`src/rtl/simon_sequence_gen.sv`:
```
// Pattern source for the Simon Says game: fills a DIFFICULTY-deep buffer of LED indices from a
// free-running LFSR on request and serves steps through a registered read port.
// Optional feature macro: SIMON_NO_REPEAT_EN (forces consecutive steps to differ).
//
// state | meaning
// IDLE  | no sequence captured since reset
// FILL  | writing one slot per clock from the LFSR
// READY | buffer holds a complete sequence
module simon_sequence_gen #(
   parameter int unsigned   DIFFICULTY = 6,
   parameter int unsigned   IDX_WIDTH  = 3,
   parameter logic [15:0]   SEED       = 16'hACE1
) (
   input  logic                 i_Clk,
   input  logic                 i_Rst,
   input  logic                 i_New_Game,
   input  logic [IDX_WIDTH-1:0] i_Read_Idx,
   output logic [1:0]           o_Step,
   output logic                 o_Ready,
   output logic                 o_Busy
);

   localparam logic [IDX_WIDTH:0] LAST_SLOT = (IDX_WIDTH+1)'(DIFFICULTY - 1);
   localparam logic [15:0]        TAPS      = 16'hB400;

   typedef enum logic [1:0] {
      IDLE  = 2'd0,
      FILL  = 2'd1,
      READY = 2'd2
   } state_t;

   state_t             state, state_nxt;
   logic [15:0]        lfsr, lfsr_nxt;
   logic [IDX_WIDTH:0] count, count_nxt;
   logic [1:0]         buffer [DIFFICULTY];
   logic [1:0]         fill_val;
   logic [1:0]         read_val;
   logic               ready_nxt, busy_nxt;

   // A zero register would lock the Galois LFSR, so it is reloaded with SEED.
   always_comb begin
      lfsr_nxt = (lfsr >> 1) ^ (lfsr[0] ? TAPS : 16'h0000);
      if (lfsr == 16'h0000) begin
         lfsr_nxt = SEED;
      end
   end

`ifdef SIMON_NO_REPEAT_EN
   logic [1:0] prev_val;

   always_comb begin
      prev_val = 2'b00;
      for (int i = 1; i < int'(DIFFICULTY); i++) begin
         if (count == (IDX_WIDTH+1)'(i)) begin
            prev_val = buffer[i-1];
         end
      end
      fill_val = lfsr[1:0];
      if ((count != '0) && (lfsr[1:0] == prev_val)) begin
         fill_val = lfsr[1:0] + 2'd1;
      end
   end
`else
   always_comb begin
      fill_val = lfsr[1:0];
   end
`endif

   always_comb begin
      state_nxt = state;
      count_nxt = count;
      case (state)
         IDLE, READY: begin
            if (i_New_Game) begin
               state_nxt = FILL;
               count_nxt = '0;
            end
         end
         FILL: begin
            count_nxt = count + (IDX_WIDTH+1)'(1);
            if (count == LAST_SLOT) begin
               state_nxt = READY;
            end
         end
         default: begin
            state_nxt = IDLE;
            count_nxt = '0;
         end
      endcase
      ready_nxt = (state_nxt == READY);
      busy_nxt  = (state_nxt == FILL);
   end

   always_ff @(posedge i_Clk or posedge i_Rst) begin
      if (i_Rst) begin
         state   <= IDLE;
         count   <= '0;
         lfsr    <= SEED;
         o_Ready <= 1'b0;
         o_Busy  <= 1'b0;
      end else begin
         state   <= state_nxt;
         count   <= count_nxt;
         lfsr    <= lfsr_nxt;
         o_Ready <= ready_nxt;
         o_Busy  <= busy_nxt;
      end
   end

   always_ff @(posedge i_Clk or posedge i_Rst) begin
      if (i_Rst) begin
         for (int i = 0; i < int'(DIFFICULTY); i++) begin
            buffer[i] <= 2'b00;
         end
      end else if (state == FILL) begin
         for (int i = 0; i < int'(DIFFICULTY); i++) begin
            if (count == (IDX_WIDTH+1)'(i)) begin
               buffer[i] <= fill_val;
            end
         end
      end
   end

   // Indices past the sequence end match no slot and read as zero.
   always_comb begin
      read_val = 2'b00;
      for (int i = 0; i < int'(DIFFICULTY); i++) begin
         if (i_Read_Idx == IDX_WIDTH'(i)) begin
            read_val = buffer[i];
         end
      end
   end

   always_ff @(posedge i_Clk or posedge i_Rst) begin
      if (i_Rst) begin
         o_Step <= 2'b00;
      end else begin
         o_Step <= read_val;
      end
   end

endmodule

```
`config.mk`:
```
export PLATFORM = sky130hd
export DESIGN_NAME = simon_sequence_gen
export DESIGN_NICKNAME = d
export VERILOG_FILES = /design/src/rtl/simon_sequence_gen.sv
export SDC_FILE = /design/constraint.sdc
export NUM_CORES = 1
export LEC_CHECK = 0
export CAP_MARGIN = 15
export CORE_MARGIN = 2
export CORE_UTILIZATION = 36
export CTS_CLUSTER_SIZE = 14
export DETAILED_ROUTE_END_ITERATION = 12
export PLACE_DENSITY = 0.58
export SYNTH_ARGS = -nofsm -noshare
export SYNTH_HDL_FRONTEND = slang
export SYNTH_SLANG_ARGS = --single-unit
```
`constraint.sdc`:
```
create_clock -name i_Clk -period 2.8 [get_ports i_Clk]
set_input_delay 0.28 -clock i_Clk [delete_from_list [all_inputs] [get_ports i_Clk]]
set_output_delay 0.28 -clock i_Clk [all_outputs]
set_load 0.01 [all_outputs]
```
# --- After elaboration in Yosys (flattened, before gate mapping) ---
# Cells that the tools add are included.
totals:
  reg_bits: 38
  elab_cells: 53
classes:
  n_mux: 13
  eq_ne: 15
  add_sub_neg: 1
  n_bitwise: 1
  reduce_logical: 11
ops:
  columns: ["cell", "n"]
  rows:
  - ["$mux 16", 2]
  - ["$logic_not 16->1", 1]
  - ["$mux 2", 8]
  - ["$xor 15x16->16", 1]
  - ["$reduce_and 2->1", 6]
  - ["$eq 4x2->1 const B", 2]
  - ["$eq 4x3->1 const B", 2]
  - ["$pmux 4 s2", 1]
  - ["$eq 3x2->1 const B", 2]
  - ["$eq 3x3->1 const B", 2]
  - ["$add 4x1->4 const B", 1]
  - ["$eq 2x1->1 const B", 2]
  - ["$eq 2x2->1 const B", 2]
  - ["$eq 4x1->1 const B", 1]
  - ["$logic_not 4->1", 1]
  - ["$mux 4", 1]
  - ["$pmux 2 s2", 1]
  - ["$eq 3x1->1 const B", 1]
  - ["$logic_not 3->1", 1]
  - ["$logic_not 2->1", 1]
  - ["$ne 2x2->1 const B", 1]
  - ["$reduce_or 2->1", 1]

# --- Longest topological paths before layout ---
logic_depth:
  depth_word: 7
  ltp_mapped: 5

# --- Least setup slack after synthesis ---
# OpenSTA, ideal clock, no wires.
synth_timing:
  kind: "register -> register"
  from: "reg count[1]"
  to: "reg buffer[0] in the netlist's numbering"
  synth_period_minus_slack_ps: 1399
  setup_slack_ps: 1401
  stages_incl_launch_ff: 6
  setup_ps: 125
  path_buffers: 0
  arrival_ps: 1275
  cell_sequence: "dfrtp_1 -> inv_1 -> ha_1 -> nand3b_1 -> nor2_1 -> mux2_2"
synth_between:
  elab_chain_len: 2
synth_lines:
  columns: ["item", "line", "rtl"]
  rows:
  - ["start, declared", "34", "logic [IDX_WIDTH:0] count, count_nxt;"]
  - ["start signal, assigned", "103", "count <= count_nxt;"]
  - ["$eq 4x3->1", "117", "if (count == (IDX_WIDTH+1)'(i)) begin"]
  - ["$reduce_and 2->1 (no line)", null, null]
  - ["end signal, assigned by index", "118", "buffer[i] <= fill_val;"]
  - ["end, declared", "35", "logic [1:0] buffer [DIFFICULTY];"]
# Every way passes these cells.
# A chain may end at the register's enable or synchronous reset.

# --- Worst setup path in the final report ---
# Same ends and word-level chain as after synthesis.

==> results.json <==
{
  "max_freq_mhz": 633,
  "cts.sinks": 38,
  "fin_setup_tns_ps": 0,
  "utilization": 0.425,
  "synth_area_um2": 1590,
  "die_area_um2": 4960,
  "grt_pass1_wl_um": 4750,
  "diodes": 0,
  "rsz0062_at_grt": "no",
  "ys_ff_latch": 38,
  "crit_required_ps": 2960,
  "slew_headroom": 0.692,
  "p_sw_mw": 0.491,
  "drc": 0,
  "synth_seq_area_share": 0.605,
  "clk_path_buf_depth": 2,
  "clockPowerShare": 0.268,
  "finalMaxSlewViolations": 0,
  "p_per_area_nw_per_um2": 927,
  "synth_cell_types": 29,
  "critical_path_class": "register to register",
  "final_common_cell": "dfrtp_1",
  "cts_tree": "done",
  "io_pins": 10,
  "gr-total-overflow": 0,
  "internal_power_mw": 1.20,
  "antenna_found_initial": 0,
  "core_region_area_um2": 4290,
  "cts.clk_slew.worst_paths_ps": 80,
  "final_cell_mix": "dfrtp_1, mux2_2, clkdlybuf4s50_1",
  "hold_viol": 0,
  "drt_iter0_drc": 41,
  "switching_share": 0.291,
  "grt_use_total": 0.121,
  "fin_nets": 143,
  "wl_per_cell_um": 13.7,
  "hold_buffers": 0,
  "cts_resized": 0,
  "dp_hpwl_um": 1800,
  "cts_buffers": 5,
  "tightest_slew_ps": 461,
  "clock_skew_ps": 5.37,
  "num_vias": 932,
  "wl_um": 2550,
  "fillCellCount": 402,
  "die_x_um": 70.4,
  "min_period_over_period": 0.564,
  "min_delay_path_depth": 0,
  "vdd_drop_max_v": 0.000316,
  "cts-htree-levels": 2,
  "clkLatencyLatePin_ps": 280,
  "max-cap-violations": 0,
  "critPathLaunchType": "register",
  "yosys_warnings": 0,
  "syn2layout_area_growth_pct": 14.9,
  "cp-end-kind": "register",
  "place_congestion": 0.801,
  "worst-path-max-fanout": 4,
  "fp.dieH_um": 70.4,
  "syn_nets": 136,
  "p_seq_frac": 0.472,
  "arrival_ps": 1740,
  "status": "finished clean",
  "syn_area_per_cell_um2": 12.6,
  "grt_pass1_vias": 1015,
  "finalCriticalPeriod_ps": 1580,
  "hp-class": "register to register",
  "reg2reg_depth": 5,
  "via_per_inst": 5.01,
  "cts_root_buf": "clkbuf_8",
  "grt_max_degree": 39,
  "p_comb_frac": 0.260,
  "postCtsSetupRepairBufs": 0,
  "io_buffer_count": 9,
  "drive_gt1_frac": 0.224,
  "start_util": 0.370,
  "synthCells": 126,
  "antenna_left": 0,
  "p_leak_nw": 0.767,
  "setup_viol_count_final": 0,
  "dr.pass1.iters": 4,
  "rows": 24
}
## final timing paths
kind	from	to	slack, ps
max	count[1]	buffer[0]	1220
min	lfsr[2]	lfsr[1]	390
max reg2reg	count[1]	buffer[0]	1220
min reg2reg	lfsr[2]	lfsr[1]	390
max in group asynchronous	i_Rst	lfsr[15]	2050
min in group asynchronous	i_Rst	count[0]	400
## area by class of cell
cell class	instances	area, um2	share of cell area
Timing Repair Buffer	10	97.6	0.0535
Tap cell	52	65.1	0.0357
Clock buffer	5	68.8	0.0377
Sequential cell	38	961	0.527
Multi-Input combinational cell	73	568	0.311
Clock inverter	3	45.0	0.0247
Inverter	5	18.8	0.0103
## Yosys cell counts
master	count	area share
nand3_1	1	0.0031
nand2b_1	8	0.032
a21oi_1	1	0.0031
o31ai_1	1	0.0047
dfrtp_1	30	0.47
clkbuf_1	8	0.019
nor4b_4	1	0.015
a21o_1	3	0.014
nand4b_1	2	0.011
nor4_1	4	0.016
mux2_2	12	0.085
mux2i_1	4	0.025
nand2_1	8	0.019
inv_1	5	0.012
a2bb2oi_1	2	0.011
ha_1	4	0.032
xor2_1	1	0.0055
nor2_1	2	0.0047
xnor2_1	2	0.011
buf_2	2	0.0063
nor3b_1	1	0.0047
nor2b_1	2	0.0079
o21a_1	2	0.0095
o21ai_0	6	0.019
nand4_1	2	0.0079
o22ai_1	1	0.0039
or3_1	1	0.0039
dfstp_2	8	0.13
nand3b_1	2	0.0095
## cell families after synthesis
group,synth area share
compound gates,0.0654
xor+xnor,0.0166
fa+ha+maj,0.0315
buf+inv,0.0370
flops,0.605
mux,0.110
simple gates,0.134
## critical path, stage by stage, from the launching register on
cell and delay, ps:
dfrtp_1 420, inv_1 120, ha_1 180, nand3b_1 100, nor2_1 270, mux2_2 380
## sequential cells by signal (all words and copies together) (netlist names)
name and cells:
buffer 12, count 4, lfsr 16, o_Busy 1
o_Ready 1, o_Step 2, state 2
## stage by stage
stage,setup WS [ps],hold WS (ps),total power [mW],instance area [um2],std cells
6_report,1220,387,1.69,1820,186
5_1_grt,1100,406,1.81,1820,186
4_1_cts,1210,387,1.71,1820,186
3_5_place_dp,1200,364,1.25,1710,178
3_3_place_gp,1220,364,1.23,1710,178
2_1_floorplan,1400,366,1.11,1590,126
## layer usage
| metal | global-route usage | vias to the layer above | part of all wire |
|---|---|---|---|
| met2 | 0.193 | 16 | 0.47 |
| met3 | 0.0375 | 2 | 0.040 |
| met5 | 0 | - | 0 |
| met1 | 0.160 | 470 | 0.48 |
| li1 | - | 444 | - |
| met4 | 0.0321 | 0 | 0.0075 |
## power groups by stage
stage,clock network (mW),logic (mW),registers (mW)
final,0.453,0.439,0.798
after global routing,0.492,0.500,0.822
after CTS,0.468,0.445,0.797
after detailed placement,0,0.443,0.807
after global placement,0,0.430,0.799
after floorplan,0,0.339,0.776
No activity file was read; power rests on OpenSTA's default activity.
